File: src/rtl/axis_bus_sched.sv
// Round-robin scheduler steering a shared AXI-Stream demux across six packet FIFOs.
// Latency: grant one cycle after arbitration; every output is registered.
// Backpressure: a grant holds across tready=0 until the tlast beat or the idle watchdog ends it.
module axis_bus_sched #(
  parameter logic [15:0] TIMEOUT = 16'd1024
) (
  input  logic       clk,
  input  logic       rst,
  input  logic       en,
  input  logic [5:0] req,
  input  logic       axis_in_tvalid,
  input  logic       axis_in_tready,
  input  logic       axis_in_tlast,
  output logic [7:0] bus_sel,
  output logic       busy,
  output logic       timeout,
  output logic [2:0] last_ch
);

  typedef enum logic [1:0] {IDLE, GRANT, GAP} state_t;

  // A limit of zero would never fire, so it behaves as a limit of one.
  localparam logic [15:0] WD_LIM = (TIMEOUT == 16'd0) ? 16'd1 : TIMEOUT;
  localparam logic [15:0] WD_MAX = WD_LIM - 16'd1;

  state_t      state;
  logic [2:0]  rr_ptr;
  logic [15:0] wd;
  logic        pick_vld;
  logic [2:0]  pick_idx;
  logic [2:0]  next_ch;
  logic        beat;

  assign beat    = axis_in_tvalid & axis_in_tready;
  assign next_ch = (last_ch == 3'd5) ? 3'd0 : last_ch + 3'd1;

  // Find the first requesting FIFO at or after rr_ptr, wrapping 5 -> 0; scanning
  // from the farthest offset down lets the nearest requester win.
  always_comb begin
    logic [3:0] cand;
    pick_vld = 1'b0;
    pick_idx = 3'd0;
    cand     = 4'd0;
    for (int i = 5; i >= 0; i--) begin
      cand = {1'b0, rr_ptr} + 4'(i);
      if (cand >= 4'd6) cand = cand - 4'd6;
      if (req[cand[2:0]]) begin
        pick_vld = 1'b1;
        pick_idx = cand[2:0];
      end
    end
  end

  // Scheduler FSM with registered outputs and the per-grant idle watchdog.
  always_ff @(posedge clk or posedge rst) begin
    if (rst) begin
      state   <= IDLE;
      bus_sel <= 8'd0;
      busy    <= 1'b0;
      timeout <= 1'b0;
      last_ch <= 3'd0;
      rr_ptr  <= 3'd0;
      wd      <= 16'd0;
    end else begin
      timeout <= 1'b0;
      case (state)
        IDLE: begin
          bus_sel <= 8'd0;
          busy    <= 1'b0;
          if (en && pick_vld) begin
            state   <= GRANT;
            bus_sel <= 8'd128 + {5'd0, pick_idx};
            busy    <= 1'b1;
            last_ch <= pick_idx;
            wd      <= 16'd0;
          end
        end
        GRANT: begin
          // en and req are deliberately ignored: a started packet always finishes.
          if (beat) begin
            wd <= 16'd0;
            if (axis_in_tlast) begin
              state   <= GAP;
              bus_sel <= 8'd0;
              busy    <= 1'b0;
              rr_ptr  <= next_ch;
            end
          end else if (wd == WD_MAX) begin
            timeout <= 1'b1;
            state   <= GAP;
            bus_sel <= 8'd0;
            busy    <= 1'b0;
            rr_ptr  <= next_ch;
            wd      <= 16'd0;
          end else begin
            wd <= wd + 16'd1;
          end
        end
        GAP: begin
          state   <= IDLE;
          bus_sel <= 8'd0;
          busy    <= 1'b0;
        end
        default: begin
          state   <= IDLE;
          bus_sel <= 8'd0;
          busy    <= 1'b0;
        end
      endcase
    end
  end

endmodule

File: config.mk
export PLATFORM = sky130hd
export DESIGN_NAME = axis_bus_sched
export DESIGN_NICKNAME = d
export VERILOG_FILES = /design/src/rtl/axis_bus_sched.sv
export SDC_FILE = /design/constraint.sdc
export NUM_CORES = 1
export LEC_CHECK = 0
export CAP_MARGIN = 20
export CORE_ASPECT_RATIO = 1.4
export CORE_MARGIN = 2
export CORE_UTILIZATION = 45
export DETAILED_ROUTE_END_ITERATION = 10
export DONT_BUFFER_PORTS = 1
export GPL_TIMING_DRIVEN = 0
export PLACE_DENSITY = 0.64
export SLEW_MARGIN = 25
export SYNTH_ARGS = -nofsm -noshare
export SYNTH_HDL_FRONTEND = slang
export SYNTH_SLANG_ARGS = --single-unit
export TNS_END_PERCENT = 5
File: constraint.sdc
create_clock -name clk -period 4.3 [get_ports clk]
set_clock_uncertainty 0.15 [all_clocks]
set_input_delay 0.43 -clock clk [delete_from_list [all_inputs] [get_ports clk]]
set_output_delay 0.43 -clock clk [all_outputs]
set_load 0.1 [all_outputs]
Word level (Yosys, flattened, before mapping):

Cells that the tools add are included.

* flip-flop bits (word level): 34
* output and inout port bits: 13
* word-level logic and storage cells: 106

* add/subtract/negate cells: 14
* $lt $le $gt $ge: 12
* eq/ne operators: 7
* multiplexer cells: 56
* bitwise gates (word level): 1
* reductions and logical operators: 9

Operators with widths (number)
* 2-to-1 mux 16 bit: 3
* 2-to-1 mux 3 bit: 16
* 2-to-1 mux 8 bit: 4
* one-hot mux 16 bit (2 select lines): 1
* < comparator 3 x 4 -> 1 bit (second input constant): 6
* greater-or-equal comparator 4 x 3 -> 1 bit (second input constant): 5
* 2-to-1 mux 1 bit: 19
* binary-select mux 1 bit (select 3 bit): 6
* subtractor 3 bit (second input constant): 6
* adder 16 x 1 -> 16 bit (second input constant): 1
* == test 16 x 10 -> 1 bit (second input constant): 1
* one-hot mux 8 bit (2 select lines): 1
* adder 3 x 2 -> 4 bit (second input constant): 2
* adder 3 x 3 -> 4 bit (second input constant): 2
* adder 8 x 3 -> 8 bit (first input constant): 1
* 2-to-1 mux 2 bit: 4
* inequality test 3 bit (second input constant): 2
* AND reduction 2 bit: 3
* AND reduction 3 bit: 2
* adder 3 x 1 -> 4 bit (second input constant): 1
* inequality test 2 bit (second input constant): 2
* one-hot mux 2 bit (2 select lines): 1
* nonzero test 2 bit: 2
* adder 3 x 1 -> 3 bit (second input constant): 1
* other kinds (7): 7

Longest topological paths before layout:

Gate-level depths: netlist of run 1.

* depth after elaboration: 14
* depth in mapped cells: 14
* mapped depth without buffers: 10

Worst setup path after synthesis of run 1:

Ideal clock, no wire load.

* kind: reg-to-reg
* from: register rr_ptr[0]
* to: register wd[7]
* data arrival time: 2722 ps
* data required time: 4016 ps
* slack: 1294 ps
* stages on the path, launching flop included: 14
* period minus slack after synthesis: 3006 ps
* path through: dfrtp_1 > buf_6 > inv_1 > ha_1 > buf_2 > buf_2 > or3_1 > a21oi_1 > a21oi_4 > a41oi_2 > o21bai_4 > buf_6 > o21ai_1 > o41ai_1

* cells in the longest elaborated chain, start to end: 14

Ends and longest elaborated chain
* start, declared: line 27 `logic [2:0] rr_ptr;`
* start signal, assigned: line 86 `rr_ptr <= next_ch;`
* start signal, assigned: line 93 `rr_ptr <= next_ch;`
* adder 3 x 3 -> 4 bit: line 45 `cand = {1'b0, rr_ptr} + 4'(i);`
* greater-or-equal comparator 4 x 3 -> 1 bit / subtractor 3 bit (equally long branches): line 46 `if (cand >= 4'd6) cand = cand - 4'd6;`
* 2-to-1 mux 3 bit: line 46
* binary-select mux 1 bit (select 3 bit): line 47 `if (req[cand[2:0]]) begin`
* 2-to-1 mux 1 bit (not written as such): line 47
* 2-to-1 mux 1 bit (5 in a row): line 47
* 2-to-1 mux 1 bit *: line 47
* logical AND 1 bit *: line 70 `if (en && pick_vld) begin`
* inequality test 2 bit (no source line) *
* AND reduction 2 bit (no source line) *
* end signal, assigned: line 96 `wd <= wd + 16'd1;`
* end, declared: line 28 `logic [15:0] wd;`

Mark *: on every way between the ends. The rest lies on a longest branch, timed or not. The select of a mux whose other input is x is not followed.
A chain may end at the register's enable or synchronous reset.

Worst setup path in the final report of run 1:

* from: register rr_ptr[0]
* to: register wd[5]

The elaborated chain is that of the path after synthesis.

==> summary.md, run 1 <==
| Metric | Value |
|---|---|
| Status | `complete, no violations` |
| Detailed-route wire length per cell | `15.6 um` |
| Post-Syn Area | `2310 um^2` |
| Worst vdd ir | `0.406 mV` |
| Most frequent cell after synthesis | `nand2_1` |
| CTS H-tree depth | `2` |
| Initial antenna violation count | `0` |
| Die area | `5740 um^2` |
| Number of post-CTS setup repair buffers | `0` |
| Diodes inserted | `0` |
| YS warnings | `0` |
| Worst EP required | `4.35 ns` |
| CTS buffer count | `5` |
| Primary FF master, synth | `dfrtp_1` |
| Synth cell count leaders | `nand2_1, dfrtp_1, nor2_1, o21ai_1` |
| # rows | `30` |
| I/O pins | `25` |
| FF+latch area | `726 um^2` |
| Total iterations of the first detailed-routing run | `4` |
| Cell variety after synth | `61` |
| Clock latency on the worst-skew pair | `0.29 ns` |
| Die Ht | `88.8 um` |
| Power density over the cells | `887 nW/um^2` |
| Final setup vio count | `0` |
| Setup_tns | `0 ns` |
| Pleak | `1.13 nW` |
| RSZ-0062 raised after global routing | `false` |
| Minimum clock period | `3.58 ns` |
| Number of remaining DRC errors | `0` |
| Clk slew on worst S/H paths | `0.07 ns` |
| Maxcap violations | `0` |
| FF+latch count, synth | `29` |
| Sequential fraction of the synthesis area | `0.314` |
| Antenna-violating nets left | `0` |
| Crit-path cells | `buf_6 > inv_1 > ha_1 > buf_2 > buf_2 > o21bai_1 > o2bb2ai_1 > mux2i_1 > a2bb2oi_1 > a41oi_2 > o21bai_4 > buf_6 > a21oi_2 > o2bb2ai_1` |
| Placer Congestion | `0.846` |
| Core Area | `4920 um^2` |
| Global-route wire length before repair | `8700 um` |
| Worst Setup Start Kind | `flip-flop` |
| Via density | `5.74` |
| Fin cells | `335` |
| Largest cells by area after synthesis | `dfrtp_1, ha_1, nand2_1, mux2i_1, o21ai_1` |
| Async S/R FF share, synth | `1.00` |
| Fillers | `462` |
| Slowest stage cell, crit path | `dfrtp_1` |
| Inst Count DP | `326` |
| CTS Buffer Depth | `2` |
| TritonCTS Sinks | `29` |
| Kind of critical path | `reg2reg` |
| 1st-iter DRT viols | `109` |
| Dpl ws | `0.682 ns` |
| Via count | `1923` |
| P&R area growth vs syn | `8.11%` |
| Crit-path leading delay family | `compound AO/OA/AOI/OAI gates` |
| Dpl hpwl | `3950 um` |
| Worst Path Buf+Inv | `5` |
| Min Hold Slack | `0.275 ns` |
| Layout cells sized above 1 | `0.144` |
| Critical Path Fanout Max | `10` |
| WP data arrival | `3.64 ns` |
| I/O Buffers | `0` |
| All-Layer GR Usage | `0.196` |
| Max Slew Vio Count | `0` |
| Final worst slack | `0.717 ns` |
| Worst hold path class | `in2reg` |
| Max_slew headroom | `0.279` |
| EDFF count, synth | `0` |
| Largest net degree at the start of global routing | `30` |
| Die W | `64.6 um` |
| Cell taking the most area after synthesis | `dfrtp_1` |
| Final wirelength | `5230 um` |
| Final hold vios | `0` |
| CTS tree | `yes` |
| CP Capture Type | `flip-flop` |
| Worst slew pin tran | `1.08 ns` |
| CP max stage delay | `0.58 ns` |
| F_max | `279 MHz` |
| Grt ovf | `0` |
| Final cycle utilization of the critical path | `0.833` |
| Synth Area per Inst | `8.93 um^2` |
| Share of the synthesized area in the top cell type | `0.314` |
| Cells after synthesis | `259` |
| Clk root buf | `clkbuf_8` |
| Area of the multi-input gates | `1480 um^2` |
| Final nets | `292` |
| Starting Density | `0.470` |
| Vias in the first global route | `1848` |
[cell usage in the layout, fill, tap and decap left out, types with 5 or more instances in the layout]
master,n
a21oi_1,10
and3_1,10
buf_4,5
clkbuf_8,5
dfrtp_1,29
ha_1,10
inv_1,7
mux2i_1,10
nand2_1,32
nand2b_1,7
nand3_1,9
nor2_1,20
o21ai_0,8
o21ai_1,16
[registers in the layout (all words and copies together), names as in the netlist]
signal   count
bus_sel      4
last_ch      3
rr_ptr       3
state        2
timeout      1
wd          16
[where the power goes]
group          switching [mW]  internal [mW]  leakage, nW
clock network           0.109          0.111       0.0439
logic                   0.843          0.590        0.695
registers               0.243          0.323        0.387
total                    1.19           1.02         1.13
[worst register-to-register path, stage by stage (launching register included)]
cell and delay, ns:
dfrtp_1 0.58, buf_6 0.22, inv_1 0.14, ha_1 0.30
buf_2 0.17, buf_2 0.22, o21bai_1 0.11, o2bb2ai_1 0.26
mux2i_1 0.11, a2bb2oi_1 0.35, a41oi_2 0.24, o21bai_4 0.28
buf_6 0.19, a21oi_2 0.04, o2bb2ai_1 0.16
[routing by layer]
layer  wire length, um  up-vias  GRT usage
met5                 0        -          0
met4               129        0     0.0774
met3               190       14     0.0369
met2              2810       40      0.366
met1              2100      916      0.218
li1                  -      953          -
[logic make-up (layout without fill, tap and decap cells)]
logic type                 Yosys count  after routing  synth area share
muxes                               19             19             0.102
AOI/OAI and AO/OA                   72             72             0.219
adders and majority gates           10             10            0.0541
other                                1              4           0.00162
and+or+nand+nor                    101            101             0.234
buffers and inverters               21             30            0.0503
DFF                                 29             29             0.314
xor gates and xnor gates             6              6            0.0260
[what timing repair did]
action | in CTS | in global routing
hold endpoints to repair | 29 | 0
setup endpoints to repair | 0 | 0
hold buffers | 1 | 0
resized for setup | 0 | 0
[final timing paths]
| kind | end | cells after the start | slack (ns) | start |
|---|---|---|---|---|
| max reg2reg | wd[5] | 14 | 0.72 | rr_ptr[0] |
| min | state[1] | 2 | 0.28 | axis_in_tready |
| max in group asynchronous | wd[4] | 2 | 3.05 | rst |
| max | wd[5] | 14 | 0.72 | rr_ptr[0] |
| min reg2reg | wd[8] | 1 | 0.36 | wd[8] |
| min in group asynchronous | wd[3] | 2 | 0.54 | rst |
[stage by stage]
| step | utilization | power, mW | cell area (um^2) |
|---|---|---|---|
| after global routing | 0.509 | 2.39 | 2500 |
| after floorplan | - | 1.72 | 2320 |
| after global placement | 0.489 | 1.97 | 2400 |
| after detailed placement | 0.489 | 1.99 | 2400 |
| final | 0.509 | 2.22 | 2500 |
| after CTS | 0.509 | 2.22 | 2500 |
[layout make-up]
type / instances / share of cell area
plain buffers: 13 / 0.0345
multi-input cells: 212 / 0.593
flip-flops and latches: 29 / 0.290
well taps: 64 / 0.0320
clock inverters: 3 / 0.00700
repair buffers: 1 / 0.00400
inverters: 8 / 0.0120
clock buffers: 5 / 0.0275
(Power assumes the default switching activity.)
==> run 2: changes to the inputs <==
PLACE_DENSITY = 0.66   (was 0.64)
clock period = 2.9 ns   (was 4.3 ns; I/O delays follow)
==> run 2 against run 1 <==
Net effect: critical path depth is 2 lower; first-iteration DRC count is 13% lower; non-clock buffer count is 20 higher; global-route usage is 1.4 points higher; via count is 5.6% higher; final cell count is 6.0% higher; die area stayed put; utilization is 8.8 points higher; critical endpoint unchanged.
==> summary.md, run 2 (same netlist as run 1, synthesis figures left out) <==
| Metric | Value |
|---|---|
| TritonCTS Sinks | `29` |
| Worst R2R Setup Slack | `0.08 ns` |
| CTS H-tree depth | `2` |
| Max reg flops | `16` |
| Placer Congestion | `0.864` |
| Clk root buf | `clkbuf_8` |
| Critical Path Fanout Max | `5` |
| Antenna-violating nets left | `0` |
| Minimum clock period | `2.82 ns` |
| Commonest non-fill, non-tap cells in the layout | `nand2_1, dfrtp_1, buf_4` |
| Worst Setup Start Kind | `flip-flop` |
| Max Slew Vio Count | `0` |
| Layout cells sized above 1 | `0.306` |
| Grt ovf | `0` |
| Worst EP required | `2.95 ns` |
| Fin cells | `355` |
| Number of remaining DRC errors | `0` |
| # rows | `30` |
| Final cycle utilization of the critical path | `0.973` |
| Initial antenna violation count | `0` |
| Final hold vios | `0` |
| F_max | `354 MHz` |
| Worst hold path class | `in2reg` |
| CTS Buffer Depth | `2` |
| Largest net degree at the start of global routing | `30` |
| CP Capture Type | `flip-flop` |
| Via density | `5.72` |
| Maxcap violations | `0` |
| Die area | `5740 um^2` |
| Reg2Reg Capture Point | `wd[5]` |
| Min-Delay Startpoint | `axis_in_tready` |
| WP data arrival | `2.87 ns` |
| Fillers | `428` |
| Final setup vio count | `0` |
| Vias in the first global route | `2011` |
| I/O pins | `25` |
| Via count | `2030` |
| Clk slew on worst S/H paths | `0.07 ns` |
| Core Area | `4920 um^2` |
| Met3 usage | `0.0522` |
| Inst Count DP | `326` |
| Final wirelength | `5730 um` |
| RSZ-0062 raised after global routing | `true` |
| Die W | `64.6 um` |
| Most common cell after layout, fill and taps aside | `nand2_1` |
| Max_slew headroom | `0.321` |
| Worst slew pin tran | `1.02 ns` |
| Most flops, register | `wd` |
| Detailed-route wire length per cell | `16.1 um` |
| Global-route wire length before repair | `9350 um` |
| Final nets | `312` |
| Hold Path Sink | `state[0]` |
| Dpl hpwl | `3870 um` |
| Top flop regs | `wd x16, bus_sel x4` |
| CTS tree | `yes` |
| M1 GR Usage | `0.225` |
| Reg2Reg Launch Point | `rr_ptr[1]` |
| Kind of critical path | `reg2reg` |
| Starting Density | `0.470` |
| I/O Buffers | `0` |
| Total iterations of the first detailed-routing run | `4` |
| 1st-iter DRT viols | `95` |
| Worst reg2reg path depth | `12` |
| Die Ht | `88.8 um` |
| Diodes inserted | `0` |
| Status | `complete, no violations` |
| All-Layer GR Usage | `0.210` |
| P&R area growth vs syn | `26.7%` |
| CTS buffer count | `5` |
| Grt peak-use layer | `met2` |
| M2 GR Usage | `0.393` |
| Hold Crit Depth | `3` |
| Clock latency on the worst-skew pair | `0.28 ns` |
==> run 2: worst max-delay path by stage <==
stage,from,end,slack (ns)
after floorplan,rr_ptr[0],wd[7],0.009
after global placement,rr_ptr[0],wd[5],-0.48
after detailed placement,rr_ptr[0],wd[5],-0.52
after CTS,rr_ptr[1],wd[2],-0.01
after global routing,rr_ptr[1],wd[5],-0.06
final,rr_ptr[1],wd[5],0.08
==> run 2: timing repair <==
item,in CTS,in global routing
resized for setup,32,19
setup endpoints to repair,24,25
gates cloned,0,1
pin swaps,11,11
hold buffers,1,0
setup buffers,12,9
endpoints found under the hold margin,29,0
==> run 2: metrics by stage <==
stage	util	setup slack (ns)	TNS (ns)	instance area, um^2	hold WS [ns]
after detailed placement	0.490	-0.523	-9.38	2410	0.135
after floorplan	-	0.00896	0	2330	0.218
after global placement	0.490	-0.483	-8.97	2410	0.334
after global routing	0.596	-0.0595	-0.240	2930	0.182
final	0.596	0.0775	0	2930	0.158
after CTS	0.565	-0.0121	-0.0121	2780	0.155
==> run 2: final cells by class <==
cell class / instances / area [um^2] / share of cell area
Sequential cell: 29 / 729 / 0.249
Clock inverter: 1 / 5.00 / 0.00171
Timing Repair Buffer: 23 / 193 / 0.0657
Buffer: 11 / 95.1 / 0.0324
Multi-Input combinational cell: 212 / 1700 / 0.578
Tap cell: 64 / 80.1 / 0.0273
Inverter: 8 / 37.5 / 0.0128
Clock buffer: 7 / 96.3 / 0.0329
==> run 2: layer usage <==
metal | wire, um | vias up
met5 | 0 | -
met1 | 2270 | 986
met3 | 167 | 13
li1 | - | 995
met2 | 3160 | 36
met4 | 134 | 0
==> run 2: worst max-delay path, cell delays in order, from the launching register on <==
cell	delay, ns
dfrtp_2	0.41
clkinvlp_4	0.17
buf_6	0.16
ha_1	0.22
a21oi_4	0.21
mux2i_1	0.10
a211o_1	0.32
a21oi_4	0.26
a41oi_4	0.16
o21bai_4	0.21
buf_6	0.15
a21oi_2	0.03
o2bb2ai_1	0.17
Power of run 2 is not shown: default switching activity piles up to over one toggle a cycle in this logic, so the estimate is an artifact.
==> run 3: changes to the inputs <==
CELL_PAD_IN_SITES_DETAIL_PLACEMENT = 1   (was default)
CELL_PAD_IN_SITES_GLOBAL_PLACEMENT = 2   (was default)
CORE_MARGIN = 5   (was 2)
CORE_UTILIZATION = 36   (was 45)
PLACE_DENSITY = 0.81   (was 0.66)
==> run 3 against run 2 <==
Net effect: the flow now finishes with violations (setup timing); cell area up 6.7%; register-to-register slack worse by 0.09 ns; non-clock buffer count up 8; worst setup slack worse by 0.094 ns; utilization down 9.6 points; global-route usage down 4.3 points; critical path type unchanged; critical endpoint is now wd[6].
==> summary.md, run 3 (same netlist as run 1, synthesis figures left out) <==
| Metric | Value |
|---|---|
| Status | `finished with violations` |
| Failing checks | `setup timing` |
| Antenna-violating nets left | `0` |
| Worst EP required | `2.91 ns` |
| Initial antenna violation count | `0` |
| Max Slew Vio Count | `0` |
| Worst hold path class | `in2reg` |
| Critical Path Most Common Cell | `buf_4` |
| Total iterations of the first detailed-routing run | `4` |
| P&R area growth vs syn | `35.3%` |
| Dpl hpwl | `4560 um` |
| Diodes inserted | `0` |
| Slowest stage cell, crit path | `dfrtp_2` |
| CP max stage delay | `0.43 ns` |
| CTS tree | `yes` |
| Final nets | `320` |
| Kind of critical path | `reg2reg` |
| All-Layer GR Usage | `0.167` |
| I/O pins | `25` |
| 1st-iter DRT viols | `59` |
| Maxcap violations | `0` |
| Fin cells | `371` |
| Max_slew headroom | `0.301` |
| CP Capture Type | `flip-flop` |
| CTS buffer count | `5` |
| Dpl ws | `-0.653 ns` |
| Grt ovf | `0` |
| Final wirelength | `6880 um` |
| Final setup vio count | `1` |
| Worst slew pin tran | `1.05 ns` |
| WP data arrival | `2.92 ns` |
| # rows | `34` |
| Commonest non-fill, non-tap cells in the layout | `nand2_1, buf_4, dfrtp_1` |
| Worst Path Buf+Inv | `4` |
| Detailed-route wire length per cell | `18.5 um` |
| Largest net degree at the start of global routing | `30` |
| Inst Count DP | `334` |
| Clock latency on the worst-skew pair | `0.28 ns` |
| Most common cell after layout, fill and taps aside | `nand2_1` |
| Top flop regs | `wd x16, bus_sel x4` |
| Final hold vios | `0` |
| Die Ht | `105 um` |
| Worst Setup Start Kind | `flip-flop` |
| CTS Buffer Depth | `2` |
| Max reg flops | `16` |
| Number of remaining DRC errors | `0` |
| Layout cells sized above 1 | `0.371` |
| Crit-path leading delay family | `buffers and inverters` |
| Die area | `8150 um^2` |
| Core Area | `6250 um^2` |
| I/O Buffers | `0` |
| Final core occ | `0.500` |
| Via density | `5.67` |
| Global-route wire length before repair | `11000 um` |
| Final worst slack | `-0.0170 ns` |
| Minimum clock period | `2.92 ns` |
| Crit-path cells | `clkinvlp_4 > buf_4 > ha_1 > nor2b_1 > mux2i_2 > buf_4 > nand4b_1 > nor3b_4 > a41oi_4 > o21bai_4 > buf_6 > o21ai_2 > o41ai_2` |
| Vias in the first global route | `2177` |
| Clk slew on worst S/H paths | `0.07 ns` |
| Most flops, register | `wd` |
| Via count | `2104` |
| F_max | `343 MHz` |
| RSZ-0062 raised after global routing | `true` |
| Final cycle utilization of the critical path | `1.01` |
| CTS H-tree depth | `2` |
| Die W | `77.8 um` |
| Placer Congestion | `0.770` |
| Critical Path Fanout Max | `5` |
| TritonCTS Sinks | `29` |
| Starting Density | `0.370` |
| Clk root buf | `clkbuf_8` |
run 3: changes by cell type in the layout (fill, tap and decap cells not counted), moves of 3 or more:
cell / change
o21ai_0: -5
buf_4: +6
buf_6: +3
o21ai_2: +7
run 3: worst register-to-register path: cells and delay by family, from the launching register on:
family | cells | cell delay [ns]
fa+ha+maj | 1 | 0.18
simple gates | 3 | 0.53
buf+inv | 4 | 0.63
mux | 1 | 0.26
compound gates | 4 | 0.62
flops | 1 | 0.43
run 3: final timing paths:
check / from / endpoint / slack, ns / depth (start not counted)
worst max-delay path: rr_ptr[1] / wd[6] / -0.02 / 13
worst min-delay path: axis_in_tready / state[1] / 0.14 / 2
worst max register to register: rr_ptr[1] / wd[6] / -0.02 / 13
worst min register to register: wd[12] / wd[12] / 0.36 / 1
max in group asynchronous: rst / rr_ptr[0] / 1.77 / 2
min in group asynchronous: rst / wd[15] / 0.40 / 2
run 3: layout make-up:
class | count | area [um^2]
Timing Repair Buffer | 31 | 267
Clock inverter | 3 | 65.1
Tap cell | 72 | 90.1
Multi-Input combinational cell | 212 | 1780
Fill cell | 694 | 3120
Buffer | 11 | 97.6
Sequential cell | 29 | 728
Inverter | 8 | 37.5
Clock buffer | 5 | 68.8
run 3: routing by layer:
metal,global-route usage,share of wire
met1,0.177,0.36
met2,0.303,0.56
met3,0.0336,0.040
met4,0.0885,0.047
met5,0,0
run 3: repair_timing:
| item | in CTS | in global routing |
|---|---|---|
| setup endpoints to repair | 24 | 28 |
| buffers inserted | 16 | 13 |
| pin swaps | 9 | 21 |
| hold buffers | 1 | 0 |
| resized for setup | 39 | 39 |
| cloned | 1 | 0 |
| endpoints found under the hold margin | 29 | 0 |
run 3: per-stage QoR:
step	cell area [um^2]	setup TNS, ns	hold WS [ns]
final	3130	-0.0170	0.141
after floorplan	2330	0	0.218
after detailed placement	2430	-12.72	0.141
after CTS	2870	-0.0234	0.153
after global routing	3130	-2.00	0.145
after global placement	2420	-11.73	0.341
Power of run 3 is left out for the same reason.
